File: src/rtl/pipe_pkg.sv
// Shared definitions for the pipeline stage registers: per-stage payload
// layouts, their widths, the bubble values loaded on flush and the default
// performance counter width.
package pipe_pkg;

    localparam int unsigned CNT_W_DEFAULT = 16;

    typedef enum logic [2:0] {
        MDU_DUM  = 3'd0,
        MDU_MUL  = 3'd1,
        MDU_MULH = 3'd2,
        MDU_DIV  = 3'd3,
        MDU_REM  = 3'd4
    } mdu_op_e;

    typedef struct packed {
        logic [31:0] pc;
        logic [31:0] instr;
    } if_id_t;

    typedef struct packed {
        logic [31:0] pc;
        logic [31:0] rs1Val;
        logic [31:0] rs2Val;
        logic [4:0]  rd;
        mdu_op_e     mduOp;
        logic        regWe;
        logic        memWe;
    } id_ex_t;

    typedef struct packed {
        logic [31:0] aluRes;
        logic [31:0] storeData;
        logic [4:0]  rd;
        logic        regWe;
        logic        memWe;
    } ex_mem_t;

    typedef struct packed {
        logic [31:0] wbData;
        logic [4:0]  rd;
        logic        regWe;
    } mem_wb_t;

    localparam int unsigned IF_ID_W  = $bits(if_id_t);
    localparam int unsigned ID_EX_W  = $bits(id_ex_t);
    localparam int unsigned EX_MEM_W = $bits(ex_mem_t);
    localparam int unsigned MEM_WB_W = $bits(mem_wb_t);

    // Bubbles: no write-enables, and the MDU op parks on its dummy encoding.
    localparam if_id_t IF_ID_BUBBLE = '{pc: '0, instr: '0};
    localparam id_ex_t ID_EX_BUBBLE = '{pc: '0, rs1Val: '0, rs2Val: '0, rd: '0,
                                        mduOp: MDU_DUM, regWe: 1'b0, memWe: 1'b0};
    localparam ex_mem_t EX_MEM_BUBBLE = '{aluRes: '0, storeData: '0, rd: '0,
                                          regWe: 1'b0, memWe: 1'b0};
    localparam mem_wb_t MEM_WB_BUBBLE = '{wbData: '0, rd: '0, regWe: 1'b0};

endpackage

File: src/rtl/pipe_stage_if.sv
// Upstream/downstream handshake bundle of one pipeline stage register.
// slave is the stage itself; master is whatever drives it (neighbouring
// stages, hazard unit, testbench).
interface pipe_stage_if #(
    parameter int unsigned WIDTH = 32
);
    logic             in_valid;
    logic             in_ready;
    logic [WIDTH-1:0] in_data;
    logic             hold;
    logic             flush;
    logic             out_valid;
    logic             out_ready;
    logic [WIDTH-1:0] out_data;

    modport master (
        output in_valid, in_data, hold, flush, out_ready,
        input  in_ready, out_valid, out_data
    );

    modport slave (
        input  in_valid, in_data, hold, flush, out_ready,
        output in_ready, out_valid, out_data
    );
endinterface

File: src/rtl/sat_counter.sv
// Saturating up-counter; sticks at all-ones, cleared only by reset.
module sat_counter #(
    parameter int unsigned CNT_W = 16
) (
    input  logic             clk,
    input  logic             reset,
    input  logic             inc,
    output logic [CNT_W-1:0] count
);

    // Count qualifying cycles until the counter is full.
    always_ff @(posedge clk) begin
        if (reset) begin
            count <= '0;
        end else if (inc && (count != '1)) begin
            count <= count + CNT_W'(1);
        end
    end

endmodule

File: src/rtl/pipe_stage.sv
// Reusable handshaked pipeline stage register with optional one-entry skid
// buffer, hold/flush control and saturating stall/bubble counters.
module pipe_stage
    import pipe_pkg::*;
#(
    parameter int unsigned      WIDTH  = 32,
    parameter logic [WIDTH-1:0] BUBBLE = '0,
    parameter int unsigned      SKID   = 1,
    parameter int unsigned      CNT_W  = CNT_W_DEFAULT
) (
    input  logic             clk,
    input  logic             reset,
    pipe_stage_if.slave      bus,
    output logic [CNT_W-1:0] stall_cnt,
    output logic [CNT_W-1:0] bubble_cnt
);

    logic             mainV;
    logic [WIDTH-1:0] mainD;
    logic             acceptIn;
    logic             releaseOut;

    assign bus.out_valid = mainV && !bus.hold;
    assign bus.out_data  = mainD;
    assign acceptIn      = bus.in_valid && bus.in_ready;
    assign releaseOut    = bus.out_valid && bus.out_ready;

    if (SKID == 1) begin : gSkid
        logic             skidV;
        logic [WIDTH-1:0] skidD;

        // Registered ready: only a full skid entry (or control) blocks upstream.
        assign bus.in_ready = !skidV && !bus.hold && !bus.flush && !reset;

        // Main/skid register pair; skid drains into main before new input.
        always_ff @(posedge clk) begin
            if (reset || bus.flush) begin
                mainV <= 1'b0;
                mainD <= BUBBLE;
                skidV <= 1'b0;
                skidD <= BUBBLE;
            end else if (!bus.hold) begin
                if (releaseOut) begin
                    if (skidV) begin
                        mainD <= skidD;
                        skidV <= 1'b0;
                    end else if (acceptIn) begin
                        mainD <= bus.in_data;
                    end else begin
                        mainV <= 1'b0;
                    end
                end else if (acceptIn) begin
                    if (!mainV) begin
                        mainV <= 1'b1;
                        mainD <= bus.in_data;
                    end else begin
                        skidV <= 1'b1;
                        skidD <= bus.in_data;
                    end
                end
            end
        end
    end else begin : gNoSkid
        // Ready passes straight through from downstream when main is occupied.
        assign bus.in_ready = !bus.hold && !bus.flush && !reset &&
                              (!mainV || bus.out_ready);

        // Single register: load on accept, empty on release without refill.
        always_ff @(posedge clk) begin
            if (reset || bus.flush) begin
                mainV <= 1'b0;
                mainD <= BUBBLE;
            end else if (!bus.hold) begin
                if (acceptIn) begin
                    mainV <= 1'b1;
                    mainD <= bus.in_data;
                end else if (releaseOut) begin
                    mainV <= 1'b0;
                end
            end
        end
    end

    sat_counter #(.CNT_W(CNT_W)) uStallCnt (
        .clk   (clk),
        .reset (reset),
        .inc   (bus.in_valid && !bus.in_ready),
        .count (stall_cnt)
    );

    sat_counter #(.CNT_W(CNT_W)) uBubbleCnt (
        .clk   (clk),
        .reset (reset),
        .inc   (bus.out_ready && !bus.out_valid),
        .count (bubble_cnt)
    );

endmodule

File: src/flat_wrapper.sv
// flat-port wrapper written by rule: the top's interface ports become plain ports
module pipe_stage_flat import pipe_pkg::*;
#(
    parameter int unsigned      WIDTH  = 32,
    parameter logic [WIDTH-1:0] BUBBLE = '0,
    parameter int unsigned      SKID   = 1,
    parameter int unsigned      CNT_W  = CNT_W_DEFAULT
)
  (clk, reset, stall_cnt, bubble_cnt, bus_in_valid, bus_in_data, bus_hold, bus_flush, bus_out_ready, bus_in_ready, bus_out_valid, bus_out_data);
  pipe_stage_if #(.WIDTH(WIDTH)) bus_i ();
  input  logic clk;
  input  logic reset;
  output logic [CNT_W-1:0] stall_cnt;
  output logic [CNT_W-1:0] bubble_cnt;
  input wire logic [$bits(bus_i.in_valid)-1:0] bus_in_valid;
  input wire logic [$bits(bus_i.in_data)-1:0] bus_in_data;
  input wire logic [$bits(bus_i.hold)-1:0] bus_hold;
  input wire logic [$bits(bus_i.flush)-1:0] bus_flush;
  input wire logic [$bits(bus_i.out_ready)-1:0] bus_out_ready;
  output wire logic [$bits(bus_i.in_ready)-1:0] bus_in_ready;
  output wire logic [$bits(bus_i.out_valid)-1:0] bus_out_valid;
  output wire logic [$bits(bus_i.out_data)-1:0] bus_out_data;
  assign bus_i.in_valid = bus_in_valid;
  assign bus_i.in_data = bus_in_data;
  assign bus_i.hold = bus_hold;
  assign bus_i.flush = bus_flush;
  assign bus_i.out_ready = bus_out_ready;
  assign bus_in_ready = bus_i.in_ready;
  assign bus_out_valid = bus_i.out_valid;
  assign bus_out_data = bus_i.out_data;
  pipe_stage #(.WIDTH(WIDTH), .BUBBLE(BUBBLE), .SKID(SKID), .CNT_W(CNT_W)) u_core (.clk(clk), .reset(reset), .bus(bus_i), .stall_cnt(stall_cnt), .bubble_cnt(bubble_cnt));
endmodule
File: config.mk
export PLATFORM = sky130hd
export DESIGN_NAME = pipe_stage_flat
export DESIGN_NICKNAME = d
export VERILOG_FILES = /design/src/rtl/pipe_pkg.sv /design/src/rtl/pipe_stage_if.sv /design/src/rtl/sat_counter.sv /design/src/rtl/pipe_stage.sv /design/src/flat_wrapper.sv
export SDC_FILE = /design/constraint.sdc
export NUM_CORES = 1
export LEC_CHECK = 0
export CAP_MARGIN = 0
export CORE_AREA = 2 2 145 91
export DETAILED_ROUTE_END_ITERATION = 12
export DIE_AREA = 0 0 147 93
export PLACE_DENSITY_LB_ADDON = 0.2
export SLEW_MARGIN = 20
export SYNTH_ARGS = -nofsm -noshare
export SYNTH_HDL_FRONTEND = slang
export SYNTH_SLANG_ARGS = --single-unit
File: constraint.sdc
create_clock -name clk -period 2.3 [get_ports clk]
set_input_delay 0.46 -clock clk [delete_from_list [all_inputs] [get_ports clk]]
set_output_delay 0.46 -clock clk [all_outputs]
set_load 0.05 [all_outputs]
==> results.toml, run 1 <==
[final_layout]
diodes = 0
drive_gt1_share_pct = 15.7
areaGrowthSynthToFinish_pct = 39.3
layout_commonest_cell = "clkdlybuf4s50_1"
final_cell_mix = "clkdlybuf4s50_1, dfxtp_1, nand2_1, a21oi_1, nor2_1"
fill_cells = 1177
stdcell_area_sq_um = 6210
nNetsFinal = 659
multiInputGateArea_sq_um = 2320
regArea_sq_um = 1960

[routing]
drc_errors = 0
wl_per_cell_um = 15.2
routed_via_density = 5.25
routed-via-count = 4169
drt_pass1_iterations = 4
routed_wl_mm = 12.1
detail-route-antenna-nets = 0
drtIter0Drc = 143

[placement]
dp_hpwl_mm = 8.32
port_buffers = 103
finalWeightedCongestion = 0.757
postPlaceCellArea_sq_um = 5890

[outcome]
status = "finished clean"

[synth]
synth.area.top_cells = "dfxtp_1, a211oi_2, mux2i_1"
postSynthCellCount = 501
ys_warn_count = 0
synthArstFlopShare_pct = 0
ys_seq_elements = 98
synth-edff-count = 0
yosysUniqueCellTypes = 41
yosysTopAreaCell = "dfxtp_1"
yosys_most_used_dff = "dfxtp_1"
yosysSeqAreaShare_pct = 44.0
synth_top_area_share_pct = 44.0
syn_area_sq_um = 4460
synth.net_count = 541
synth.avg_cell_area_sq_um = 8.90

[floorplan]
start_util_pct = 35.9
die_w_um = 147
fp.dieH_um = 93
core_area_sq_um = 12400
dieArea_sq_um = 13700
ios = 104
rows = 32

[critical_path]
end_kind = "primary output"
cp_max_fo = 4
crit_arrival_ns = 1.79
slowest_stage = "or4_1"
slowest_delay_ns = 0.53
cp_num_buf_inv = 4
cp-start-kind = "input port"
crit_type = "in2out"
crit_family = "buffers and inverters"
crit_required_ns = 1.84
crit_chain = "clkdlybuf4s50_1 > buf_4 > or4_1 > inv_2 > buf_12"

[clock_tree]
cts_sinks = 98
cts_hold_buf = 0
clk_root_buffer_cell = "clkbuf_16"
htree_levels = 3
clkTransAtPathRegs_ns = 0.07
postCtsSetupBuffers = 0
cts_resized = 0
cts_tree = "yes"
clock_path_buffers = 2
insertion_delay_ns = 0.34
numCtsBuffers = 9

[timing]
relSlewSlack_pct = 52.9
finalHoldViolations = 0
rsz0062_at_grt = "false"
fmax_mhz = 444
slew_viol_final = 0
finalClockSkew_ns = 0.00666
worst_pin_slew_ns = 0.699
setup_viol = 0
fin_crit_sh_pct = 97.8
hold_slack_ns = 0.458
finalCriticalPeriod_ns = 2.25

[power]
total_leakage_power_nw = 2.19
vdd_drop_max_mv = 0.374
powerDensity_nw_per_um2 = 594

[flow_run]
cap_violations = 0

[global_routing]
antenna_found_initial = 0
grt_max_degree = 64
track_usage_pct = 17.8
grt_pass1_wl_mm = 19.8
grt.overflow.total = 0
first_global_vias = 4094

[hold_path]
worstHoldPathType = "reg2reg"
## worst register-to-register path, stage by stage (launching register included)
cell and delay, ns:
dfxtp_1 0.39, or4b_4 0.59, a211oi_4 0.29, buf_12 0.30, nor2_1 0.13, a211oi_2 0.21
## final timing paths
check / cells past startpoint / to / slack (ns) / startpoint
min: 2 / u_core.gSkid.skidD[30]$_SDFFE_PP0P_ / 0.46 / u_core.gSkid.skidD[30]$_SDFFE_PP0P_
max reg2reg: 5 / u_core.bus.out_data[28]$_SDFFE_PP0P_ / 0.31 / u_core.gSkid.skidV$_SDFFE_PP0P_
min reg2reg: 2 / u_core.gSkid.skidD[30]$_SDFFE_PP0P_ / 0.46 / u_core.gSkid.skidD[30]$_SDFFE_PP0P_
max: 5 / bus_in_ready / 0.05 / bus_flush
## through the flow
step	TNS (ns)	total power [W]	setup slack [ns]	utilization (%)	instances
after CTS	0	0.00373	0.0274	50.1	794
after floorplan	0	0.00193	0.0463	-	501
after detailed placement	-3.80	0.00208	-0.156	47.4	778
after global placement	-2.58	0.00208	-0.0982	47.4	778
after global routing	0	0.00382	0.00124	50.1	794
final	0	0.00369	0.0501	50.1	794
## cell usage after synthesis (6+ instances only)
cell type and n:
a211oi_1 6, a211oi_2 28, a21oi_1 57, and2_1 6
clkbuf_1 20, dfxtp_1 98, inv_1 7, mux2i_1 33
nand2_1 84, nand3_1 8, nand4_1 15, nor2_1 38
o21ai_0 10, o31ai_1 15, or3_1 6, or4_1 15
## sequential cells by signal, summed over array words and instances, names as in the netlist
| register | count |
|---|---|
| u_core.uBubbleCnt.count | 16 |
| u_core.gSkid.skidD | 32 |
| u_core.uStallCnt.count | 16 |
| u_core.bus.out_data | 32 |
| u_core.gSkid.skidV | 1 |
| u_core.mainV | 1 |
## layer usage
layer	global-route usage [%]	wire, um	up-vias
li1	-	-	2060
met1	24.6	6140	2006
met2	27.9	5200	91
met3	4.20	568	12
met4	5.29	146	0
met5	0	0	-
## cell type report
type                    instances  area share, %
clock buffers                  10           3.69
multi-input cells             365           37.4
repair buffers                138           22.0
flip-flops and latches         98           31.6
inverters                       7          0.423
well taps                     170           3.42
clock inverters                 6           1.51
## where the power goes
part           leakage [nW]  switching (W)  total [W]  internal (W)
sequential            0.791      0.0000142    0.00173       0.00171
clock                 0.154       0.000679    0.00164      0.000966
combinational          1.24       0.000176   0.000318      0.000142
total                  2.19       0.000869    0.00369       0.00282
## cells by family (layout without fill, tap and decap cells)
logic type | after synthesis | after routing | share of synthesized area (%)
DFF | 98 | 98 | 44.0
and+or+nand+nor | 202 | 202 | 22.3
muxes | 35 | 35 | 7.91
adders and majority gates | 2 | 2 | 0.561
AOI/OAI and AO/OA | 126 | 126 | 21.1
buffers and inverters | 38 | 161 | 4.10
Note: power is estimated with default switching activity, not from simulation.
==> inputs of run 2 (changes only) <==
--- a/config.mk
+++ b/config.mk
@@ -10,6 +10,8 @@
 export DETAILED_ROUTE_END_ITERATION = 12
 export DIE_AREA = 0 0 147 93
 export PLACE_DENSITY_LB_ADDON = 0.2
+export REMOVE_ABC_BUFFERS = 1
+export SKIP_LAST_GASP = 1
 export SLEW_MARGIN = 20
 export SYNTH_ARGS = -nofsm -noshare
 export SYNTH_HDL_FRONTEND = slang
==> run 2 against run 1 <==
Final cell count increased by 0.13%. Flip-flop and latch count unchanged. Critical path depth is 1 lower. Sequential power is essentially flat. Maximum frequency increased by 1.0%.
==> results.toml, run 2 (synthesis results as in run 1) <==
[clock_tree]
clock_path_buffers = 2
cts_sinks = 98
cts_tree = "yes"
clk_root_buffer_cell = "clkbuf_16"
htree_levels = 3
clkTransAtPathRegs_ns = 0.07
numCtsBuffers = 9
insertion_delay_ns = 0.33

[floorplan]
ios = 104
fp.dieH_um = 93
start_util_pct = 35.9
dieArea_sq_um = 13700
rows = 32
die_w_um = 147
core_area_sq_um = 12400

[final_layout]
diodes = 0
stdcell_area_sq_um = 6230
final_cell_mix = "clkdlybuf4s50_1, dfxtp_1, nand2_1, a21oi_1, nor2_1"
layout_commonest_cell = "clkdlybuf4s50_1"
drive_gt1_share_pct = 16.0
areaGrowthSynthToFinish_pct = 39.7
nNetsFinal = 660

[timing]
setup_viol = 0
finalHoldViolations = 0
relSlewSlack_pct = 59.5
worst_pin_slew_ns = 0.603
rsz0062_at_grt = "false"
hold_slack_ns = 0.454
fin_crit_sh_pct = 96.8
slew_viol_final = 0
fmax_mhz = 449
finalClockSkew_ns = 0.00819
finalCriticalPeriod_ns = 2.23

[critical_path]
reg2reg_slack_ns = 0.34
end_kind = "primary output"
crit_arrival_ns = 1.77
crit_required_ns = 1.84
cp-start-kind = "input port"
crit_type = "in2out"
cp_max_fo = 4

[power]
p_total_w = 0.00349
vdd_drop_max_mv = 0.376
total_leakage_power_nw = 2.20
powerDensity_nw_per_um2 = 560

[routing]
drc_errors = 0
wl_per_cell_um = 14.4
routed-via-count = 4095
routed_via_density = 5.15
drt_pass1_iterations = 4
routed_wl_mm = 11.5
drtIter0Drc = 175
detail-route-antenna-nets = 0

[global_routing]
first_global_vias = 3858
grt.overflow.total = 0
grt_pass1_wl_mm = 19.3
grt_max_degree = 37
antenna_found_initial = 0
track_usage_pct = 17.3

[placement]
dp_hpwl_mm = 8.05
port_buffers = 103
finalWeightedCongestion = 0.840
postPlaceCellArea_sq_um = 5930

[hold_path]
worstHoldPathType = "reg2reg"

[outcome]
status = "finished clean"

[flow_run]
cap_violations = 0
## run 2: metal layers
layer,global-route usage (%),up-vias,routed length [um]
met4,3.69,0,51
met3,4.00,4,359
met5,0,-,0
met2,26.0,59,5200
li1,-,2075,-
met1,25.2,1957,5870
## run 2: stage by stage
stage,worst slack [ns],setup TNS (ns),utilization (%),std cells
after floorplan,-0.834,-32.82,-,470
after global placement,-0.126,-2.88,47.8,779
after detailed placement,-0.207,-4.51,47.8,779
after CTS,0.00815,0,50.1,795
after global routing,0.0170,0,50.2,795
final,0.0727,0,50.2,795
## run 2: report_power, final
part	total [W]	switching, W	internal [W]	leakage (nW)
Clock	0.00144	0.000665	0.000775	0.137
Sequential	0.00172	0.0000133	0.00171	0.791
Combinational	0.000323	0.000176	0.000147	1.27
Total	0.00349	0.000854	0.00263	2.20
## run 2: timing repair
item | in CTS | in global routing
gates resized for setup | 0 | 1
hold buffers | 0 | 0
endpoints found under the setup margin | 0 | 1
buffers inserted | 0 | 0
hold endpoints to repair | 0 | 0
## run 2: final cells by class
type | count | area (sq um)
Inverter | 7 | 26.3
Timing Repair Buffer | 139 | 1410
Tap cell | 170 | 213
Clock inverter | 6 | 48.8
Clock buffer | 10 | 239
Fill cell | 1173 | 6190
Multi-Input combinational cell | 365 | 2330
Sequential cell | 98 | 1960
## run 2: worst max-delay path: stages
cell             delay (ns)
clkdlybuf4s50_1        0.47
or4_4                  0.57
inv_1                  0.12
buf_12                 0.14
## run 2: path summary, 6_finish.rpt
kind,from,end,depth (start not counted)
max,bus_hold,bus_in_ready,4
min,u_core.gSkid.skidD[3]$_SDFFE_PP0P_,u_core.gSkid.skidD[3]$_SDFFE_PP0P_,2
max reg2reg,u_core.gSkid.skidV$_SDFFE_PP0P_,u_core.bus.out_data[2]$_SDFFE_PP0P_,6
min reg2reg,u_core.gSkid.skidD[3]$_SDFFE_PP0P_,u_core.gSkid.skidD[3]$_SDFFE_PP0P_,2
==> inputs of run 3 (changes only) <==
--- a/config.mk
+++ b/config.mk
@@ -5,7 +5,6 @@
 export SDC_FILE = /design/constraint.sdc
 export NUM_CORES = 1
 export LEC_CHECK = 0
-export CAP_MARGIN = 0
 export CORE_AREA = 2 2 145 91
 export DETAILED_ROUTE_END_ITERATION = 12
 export DIE_AREA = 0 0 147 93
==> results of run 3 <==
The final DEF is identical to that of run 2; final timing and power are the same.
